`config.mk`:
```
export PLATFORM = sky130hd
export DESIGN_NAME = mem_port_arbiter
export DESIGN_NICKNAME = d
export VERILOG_FILES = /design/src/rtl/mem_arb_types.sv /design/src/rtl/mem_port_arbiter.sv
export SDC_FILE = /design/constraint.sdc
export NUM_CORES = 1
export LEC_CHECK = 0
export BUFFER_PORTS_ARGS = -buffer_cell sky130_fd_sc_hd__buf_2
export CAP_MARGIN = 20
export CORE_AREA = 2 2 535 537
export CTS_CLUSTER_DIAMETER = 150
export DETAILED_ROUTE_END_ITERATION = 12
export DIE_AREA = 0 0 537 539
export MAX_ROUTING_LAYER = met4
export PLACE_DENSITY_LB_ADDON = 0.1
export SYNTH_ARGS = -nofsm -noshare
export SYNTH_HDL_FRONTEND = slang
export SYNTH_SLANG_ARGS = --single-unit
export TNS_END_PERCENT = 50
```
`constraint.sdc`:
```
create_clock -name clk -period 1.86 [get_ports clk]
set_input_delay 0.372 -clock clk [delete_from_list [all_inputs] [get_ports clk]]
set_output_delay 0.372 -clock clk [all_outputs]
set_load 0.05 [all_outputs]
```
`src/rtl/mem_arb_types.sv`:
```
// Shared types and default widths for the memory-port arbiter.
// The arbiter and its checker both use these.
package mem_arb_types;

    localparam int LINE_WIDTH = 256;
    localparam int ADDR_WIDTH = 32;

    typedef enum logic [1:0] {
        ARB_IDLE    = 2'd0,
        ARB_SERVE_I = 2'd1,
        ARB_SERVE_D = 2'd2
    } arb_state_t;

    typedef enum logic {
        GRANT_I = 1'b0,
        GRANT_D = 1'b1
    } arb_grant_t;

endpackage

```
`src/rtl/mem_port_arbiter.sv`:
```
// Shares one physical memory port between the I-cache and the D-cache, one line
// transaction at a time, round-robin on simultaneous requests.
module mem_port_arbiter #(
    parameter int LINE_WIDTH = mem_arb_types::LINE_WIDTH,
    parameter int ADDR_WIDTH = mem_arb_types::ADDR_WIDTH
) (
    input  logic                  clk,
    input  logic                  reset_n,
    input  logic                  i_read,
    input  logic [ADDR_WIDTH-1:0] i_addr,
    output logic [LINE_WIDTH-1:0] i_rdata,
    output logic                  i_resp,
    input  logic                  d_read,
    input  logic                  d_write,
    input  logic [ADDR_WIDTH-1:0] d_addr,
    input  logic [LINE_WIDTH-1:0] d_wdata,
    output logic [LINE_WIDTH-1:0] d_rdata,
    output logic                  d_resp,
    output logic                  pmem_read,
    output logic                  pmem_write,
    output logic [ADDR_WIDTH-1:0] pmem_addr,
    output logic [LINE_WIDTH-1:0] pmem_wdata,
    input  logic [LINE_WIDTH-1:0] pmem_rdata,
    input  logic                  pmem_resp,
    output logic                  busy
);

    import mem_arb_types::arb_state_t;
    import mem_arb_types::arb_grant_t;
    import mem_arb_types::ARB_IDLE;
    import mem_arb_types::ARB_SERVE_I;
    import mem_arb_types::ARB_SERVE_D;
    import mem_arb_types::GRANT_I;
    import mem_arb_types::GRANT_D;

    arb_state_t state_r;
    arb_state_t state_nxt_s;
    arb_grant_t last_grant_r;
    logic       d_req_s;
    logic       grant_i_s;
    logic       grant_d_s;
    logic       done_s;

    assign d_req_s = d_read | d_write;
    assign busy    = (state_r != ARB_IDLE);
    assign i_rdata = pmem_rdata;
    assign d_rdata = pmem_rdata;

    // Grant decision in IDLE and completion routing while serving; responses depend only on state and pmem_resp.
    always_comb begin
        state_nxt_s = state_r;
        grant_i_s   = 1'b0;
        grant_d_s   = 1'b0;
        done_s      = 1'b0;
        i_resp      = 1'b0;
        d_resp      = 1'b0;
        case (state_r)
            ARB_IDLE: begin
                if (i_read && d_req_s) begin
                    // Tie: the side that did not win last time goes now.
                    if (last_grant_r == GRANT_I) begin
                        grant_d_s = 1'b1;
                    end else begin
                        grant_i_s = 1'b1;
                    end
                end else if (i_read) begin
                    grant_i_s = 1'b1;
                end else if (d_req_s) begin
                    grant_d_s = 1'b1;
                end else begin
                    state_nxt_s = ARB_IDLE;
                end
                if (grant_i_s) begin
                    state_nxt_s = ARB_SERVE_I;
                end else if (grant_d_s) begin
                    state_nxt_s = ARB_SERVE_D;
                end else begin
                    state_nxt_s = ARB_IDLE;
                end
            end
            ARB_SERVE_I: begin
                if (pmem_resp) begin
                    i_resp      = 1'b1;
                    done_s      = 1'b1;
                    state_nxt_s = ARB_IDLE;
                end else begin
                    state_nxt_s = ARB_SERVE_I;
                end
            end
            ARB_SERVE_D: begin
                if (pmem_resp) begin
                    d_resp      = 1'b1;
                    done_s      = 1'b1;
                    state_nxt_s = ARB_IDLE;
                end else begin
                    state_nxt_s = ARB_SERVE_D;
                end
            end
            default: begin
                state_nxt_s = ARB_IDLE;
            end
        endcase
    end

    // State, fairness pointer and the registered pmem request held for the whole transaction.
    always_ff @(posedge clk or negedge reset_n) begin
        if (!reset_n) begin
            state_r      <= ARB_IDLE;
            last_grant_r <= GRANT_I;
            pmem_read    <= 1'b0;
            pmem_write   <= 1'b0;
            pmem_addr    <= {ADDR_WIDTH{1'b0}};
            pmem_wdata   <= {LINE_WIDTH{1'b0}};
        end else begin
            state_r <= state_nxt_s;
            if (grant_i_s) begin
                last_grant_r <= GRANT_I;
                pmem_read    <= 1'b1;
                pmem_write   <= 1'b0;
                pmem_addr    <= i_addr;
            end else if (grant_d_s) begin
                // A read+write collision on the D side is served as a write.
                last_grant_r <= GRANT_D;
                pmem_read    <= ~d_write;
                pmem_write   <= d_write;
                pmem_addr    <= d_addr;
                pmem_wdata   <= d_wdata;
            end else if (done_s) begin
                pmem_read  <= 1'b0;
                pmem_write <= 1'b0;
            end
        end
    end

endmodule

```
==> results of run 1 <==
==> kinds of logic after synthesis <==
group                      after synthesis
AOI/OAI and AO/OA                      106
muxes                                  256
and+or+nand+nor                         45
buffers and inverters                  564
DFF                                    293
adders and majority gates                4
==> cell usage after synthesis <==
library cell,n,share of area
sky130_fd_sc_hd__a21oi_1,34,0.011
sky130_fd_sc_hd__mux2_2,56,0.040
sky130_fd_sc_hd__a21o_1,1,0.00048
sky130_fd_sc_hd__o211ai_4,1,0.0014
sky130_fd_sc_hd__o31a_1,1,0.00056
sky130_fd_sc_hd__inv_1,3,0.00072
sky130_fd_sc_hd__and2_1,3,0.0012
sky130_fd_sc_hd__nand3_1,1,0.00032
sky130_fd_sc_hd__nor2_1,33,0.0079
sky130_fd_sc_hd__buf_8,10,0.0096
sky130_fd_sc_hd__buf_4,523,0.25
sky130_fd_sc_hd__nand2b_1,1,0.00040
sky130_fd_sc_hd__nor2b_1,1,0.00040
sky130_fd_sc_hd__mux2_1,100,0.072
sky130_fd_sc_hd__ha_1,4,0.0032
sky130_fd_sc_hd__buf_6,3,0.0022
sky130_fd_sc_hd__o21bai_1,1,0.00048
sky130_fd_sc_hd__dfrtp_1,293,0.47
sky130_fd_sc_hd__a31oi_1,32,0.013
sky130_fd_sc_hd__o21ai_0,34,0.011
sky130_fd_sc_hd__clkbuf_1,9,0.0022
sky130_fd_sc_hd__buf_2,16,0.0051
sky130_fd_sc_hd__nand2_1,5,0.0012
sky130_fd_sc_hd__mux2_4,100,0.096
sky130_fd_sc_hd__o21ba_2,1,0.00064
sky130_fd_sc_hd__o31ai_4,1,0.0014
sky130_fd_sc_hd__and3_1,1,0.00040
==> metrics by stage <==
step                      cell area, sq um  worst slack [ps]
after CTS                            25410            -296.0
after floorplan                      15680             214.7
after detailed placement             20080            -15.71
after global routing                 26600            -290.3
after global placement               20080           -0.9015
==> routing by layer <==
layer and global-route usage:
met1 0.05816, met2 0.09969, met3 0.06639, met4 0.02421, met5 -
==> repair_timing <==
item | in CTS | in global routing
hold endpoints to repair | 576 | 0
resized for setup | 180 | 154
cloned | 0 | 16
pin swaps | 2 | 0
buffers inserted | 3 | 12
hold buffers | 316 | 0
endpoints found under the setup margin | 110 | 214
==> impl_metrics.py, run 1 <==
metrics = {
    "grt": {
        "vias_in_the_first_global_route": 12200,
        "grt_pass1_wl_mm": 124.3,
        "gr-total-overflow": 0,
        "grt_max_degree": 50,
        "tot_gr_track_use": 0.06753,
        "antenna_found_initial": 40,
    },
    "synth": {
        "combinational_family_with_the_most_area_after_synthesis": "buffers and inverters",
        "number_of_cells_produced_by_synthesis": 1268,
        "synth.distinct_cells": 27,
        "yosys-mux-area-fraction": 0.2078,
        "synth_fp_nets": 1854,
        "synthesis.yosys.warnings": 0,
        "post_synth_and_or_nand_nor_area_fraction": 0.01181,
        "xor_xnor_cell_area_share_of_the_yosys_netlist": 0,
        "synth_compound_gate_area_share": 0.03935,
        "seq_area_frac_synth": 0.4677,
        "mappedNetlistArea_sq_um": 15680,
        "synth_seq_cells": 293,
        "post_synth_fa_ha_maj_area_fraction": 0.003192,
        "avgSynthCellArea_sq_um": 12.36,
    },
    "floorplan": {
        "ios": 1387,
        "die_h_um": 539,
        "initial_utilization": 0.05521,
        "rows": 196,
        "die_width_um": 537,
    },
    "status": {
        "last_stage": "detailed routing (5_2_route)",
        "status": "stopped before the end",
        "error": "[ERROR DRT-0255] Maze Route cannot find path of net pmem_rdata[32] in worker of routeBox ( 483000 0 ) ( 537000 48300 ).",
    },
    "clock_network": {
        "cts-root-buf": "sky130_fd_sc_hd__clkbuf_16",
        "numClockSinks": 293,
        "cts_max_path_buffers": 3,
        "htree_num_levels": 2,
        "cts_inserted_buffers": 49,
    },
    "sta": {
        "worst_endpoint": "i_resp",
        "worstEndpointType": "output port",
    },
    "placed_design": {
        "dp_hpwl_mm": 80.32,
        "place_inst": 5148,
        "globalplace.congestion": 0.6666,
        "io_buffer_count": 618,
    },
}
==> run 2, diff against run 1 <==
Settings changed: CTS_CLUSTER_DIAMETER 150 to default, MAX_ROUTING_LAYER met4 to default, PLACE_DENSITY_LB_ADDON 0.1 to 0.15.
==> run 2 against run 1 <==
Net effect: the flow now finishes, with violations (negative setup slack); global-route usage up 1.8 points; synthesized area stayed put; synthesized cell count unchanged.
==> impl_metrics.py, run 2 <==
metrics = {
    "synth": {
        "seq_area_frac_synth": 0.4677,
        "synthTopCellsByCount": "sky130_fd_sc_hd__buf_4, sky130_fd_sc_hd__dfrtp_1, sky130_fd_sc_hd__mux2_1, sky130_fd_sc_hd__mux2_4, sky130_fd_sc_hd__mux2_2",
        "synthesis.yosys.warnings": 0,
        "synthArstFlopShare": 1.000,
        "mappedNetlistArea_sq_um": 15680,
        "synth_area_leaders": "sky130_fd_sc_hd__dfrtp_1, sky130_fd_sc_hd__buf_4, sky130_fd_sc_hd__mux2_4, sky130_fd_sc_hd__mux2_1, sky130_fd_sc_hd__mux2_2",
        "synth_top_flop_cell": "sky130_fd_sc_hd__dfrtp_1",
        "number_of_cells_produced_by_synthesis": 1268,
        "synth.most_common_cell": "sky130_fd_sc_hd__buf_4",
        "synth_seq_cells": 293,
        "avgSynthCellArea_sq_um": 12.36,
        "yosys.area.top_type_share": 0.4677,
        "synth.distinct_cells": 27,
        "synth_fp_nets": 1854,
        "synth.largest_area_cell": "sky130_fd_sc_hd__dfrtp_1",
        "synth_enable_flop_cells": 0,
    },
    "clock_network": {
        "tritoncts_clock_tree": "yes",
        "insertion_delay_ps": 680,
        "numClockSinks": 293,
        "htree_num_levels": 2,
        "path_clk_slew_ps": 60,
        "cts-root-buf": "sky130_fd_sc_hd__clkbuf_16",
        "cts_max_path_buffers": 3,
        "cts_inserted_buffers": 49,
    },
    "sta": {
        "timing_worst_slew_pin_value_ps": 519.3,
        "fmaxAchievable_mhz": 500.5,
        "timing.final.crit_share": 1.074,
        "worst_slack_ps": -137.9,
        "hold_viol": 0,
        "finalSetupViolations": 158,
        "finalClockSkew_ps": 29.06,
        "worst_max_slew_margin_expressed_relative_to_the_limit": 0.6538,
        "layout_min_cycle_time_ps": 1998,
        "slew_viol_final": 0,
        "setup_repair_after_global_routing_missed_its_margin": "true",
        "tns_ps": -5644,
    },
    "floorplan": {
        "core_sq_um": 284000,
        "rows": 196,
        "initial_utilization": 0.05521,
        "die_h_um": 539,
        "floorplan.die_area_sq_um": 289400,
        "ios": 1387,
        "die_width_um": 537,
    },
    "finish": {
        "final_layout_size_suffix_gt1_frac": 0.5761,
        "num-nets-final": 2384,
        "largest_register_ff_count": 256,
        "final_cell_area_sq_um": 26640,
        "layout-area-overhead-vs-synth_pct": 69.94,
        "layout_common_cells": "sky130_fd_sc_hd__buf_2, sky130_fd_sc_hd__dlygate4sd3_1, sky130_fd_sc_hd__dfrtp_1",
        "largestRegisters": "pmem_wdata (256), pmem_addr (32), state_r (2)",
        "mostFrequentLayoutCell": "sky130_fd_sc_hd__buf_2",
        "register_bank_with_the_most_flops": "pmem_wdata",
        "stdcell_count": 5610,
    },
    "placed_design": {
        "place_inst": 5161,
        "globalplace.congestion": 0.6851,
        "pre_cts_ws_ps": -131.4,
        "io_buffer_count": 618,
        "dp_hpwl_mm": 108.9,
        "placement.cell_area_sq_um": 20120,
    },
    "grt": {
        "grt_max_degree": 52,
        "tot_gr_track_use": 0.08572,
        "global_route_track_usage_on_met2": 0.1194,
        "vias_in_the_first_global_route": 12840,
        "gr-total-overflow": 0,
        "grt_pass1_wl_mm": 155.5,
        "globalRouteMet3Util": 0.08084,
        "antenna_found_initial": 81,
        "use_met1": 0.08996,
        "busiest_layer": "met2",
    },
    "critical_path": {
        "critical_path_required_ps": 1490,
        "cp-start-kind": "flip-flop",
        "cp_data_arrival_time_ps": 1630,
        "max_stage_delay_ps": 400,
        "worstPathMaxFanout": 2,
        "timing.setup.critical_path_class": "flip-flop to output port",
        "worst_path_slowest_cell": "sky130_fd_sc_hd__dfrtp_1",
        "cp_cell_sequence": "buf_6 -> ha_4 -> and2_4 -> buf_8",
        "end_kind": "output port",
    },
    "run": {
        "cap_viol_max_count": 0,
    },
    "detailed_routing": {
        "via_per_instance_ratio": 2.058,
        "antenna_left": 0,
        "detail_route.wl_per_cell_um": 23.22,
        "drt_drc_violations_left": 0,
        "vias": 11550,
        "drt_pre_antenna_iters": 4,
        "postRouteWirelength_mm": 130.2,
        "drt_first_iter_violations": 292,
    },
    "status": {
        "status": "complete, but fails checks",
        "failing_checks": "negative setup slack",
    },
    "power": {
        "total_leakage_power_nw": 11.29,
        "total_power_mw": 56.95,
        "p_per_area_nw_per_um2": 2138,
        "peakVddDrop_v": 0.0007234,
    },
    "hold_path": {
        "worst_hold_path_type": "input port to flip-flop",
    },
}
## run 2: path summary, 6_finish.rpt
check,endpoint,cells after the start,from,slack (ps)
max reg2reg,pmem_wdata[196]$_DFFE_PN0P_,8,state_r[0]$_DFF_PN0_,-90
min reg2reg,pmem_wdata[156]$_DFFE_PN0P_,1,pmem_wdata[156]$_DFFE_PN0P_,480
min,pmem_addr[10]$_DFFE_PN0P_,3,d_addr[10],100
min in group asynchronous,pmem_wdata[37]$_DFFE_PN0P_,2,reset_n,170
max in group asynchronous,pmem_wdata[179]$_DFFE_PN0P_,4,reset_n,930
max,i_resp,4,state_r[0]$_DFF_PN0_,-140
## run 2: metal layers
metal / vias up / wire, um
li1: 4832 / -
met3: 317 / 26710
met5: - / 13
met2: 1047 / 51250
met4: 2 / 4567
met1: 5348 / 47700
## run 2: what timing repair did
| item | in CTS | in global routing |
|---|---|---|
| resized for setup | 249 | 105 |
| gates cloned | 7 | 10 |
| buffers inserted | 7 | 7 |
| setup endpoints to repair | 240 | 253 |
| pin swaps | 3 | 2 |
| hold buffers | 318 | 0 |
| endpoints found under the hold margin | 446 | 0 |
## run 2: cell type report
type / count / area, sq um
fill: 32900 / 257300
clock inverter: 15 / 185.2
antenna: 15 / 37.54
sequential: 293 / 7335
inverter: 3 / 13.76
multi-input combinational: 411 / 4573
tap: 3762 / 4707
timing repair buffer: 1040 / 8372
clock buffer: 71 / 1420
## run 2: critical path, delay by kind of cell, from the launching register on
family	cells	cell delay [ps]
adders and majority gates	1	150
buffers and inverters	2	270
and+or+nand+nor	1	130
DFF	1	400
## run 2: cell families (layout without fill, tap and decap cells)
group	after synthesis	count (layout)	share of synthesized area
buffers and inverters	564	1129	0.2702
multiplexers	256	256	0.2078
flip-flops	293	293	0.4677
AND/OR/NAND/NOR	45	45	0.01181
adder cells (fa/ha/maj)	4	4	0.003192
other	0	15	0
AO/OA/AOI/OAI	106	106	0.03935
## run 2: power by group
| group | internal (mW) | switching, mW |
|---|---|---|
| registers | 9.75 | 2.08 |
| clock network | 5.67 | 3.98 |
| logic | 12.4 | 23.1 |
| total | 27.8 | 29.2 |
## run 2: through the flow
step                utilization  hold slack, ps
floorplan                     -           76.41
finish                  0.09382           96.70
CTS                     0.09125           13.38
global placement        0.07086           292.0
global route            0.09369           41.61
detailed placement      0.07086           290.4
No activity file was read; power rests on OpenSTA's default activity.
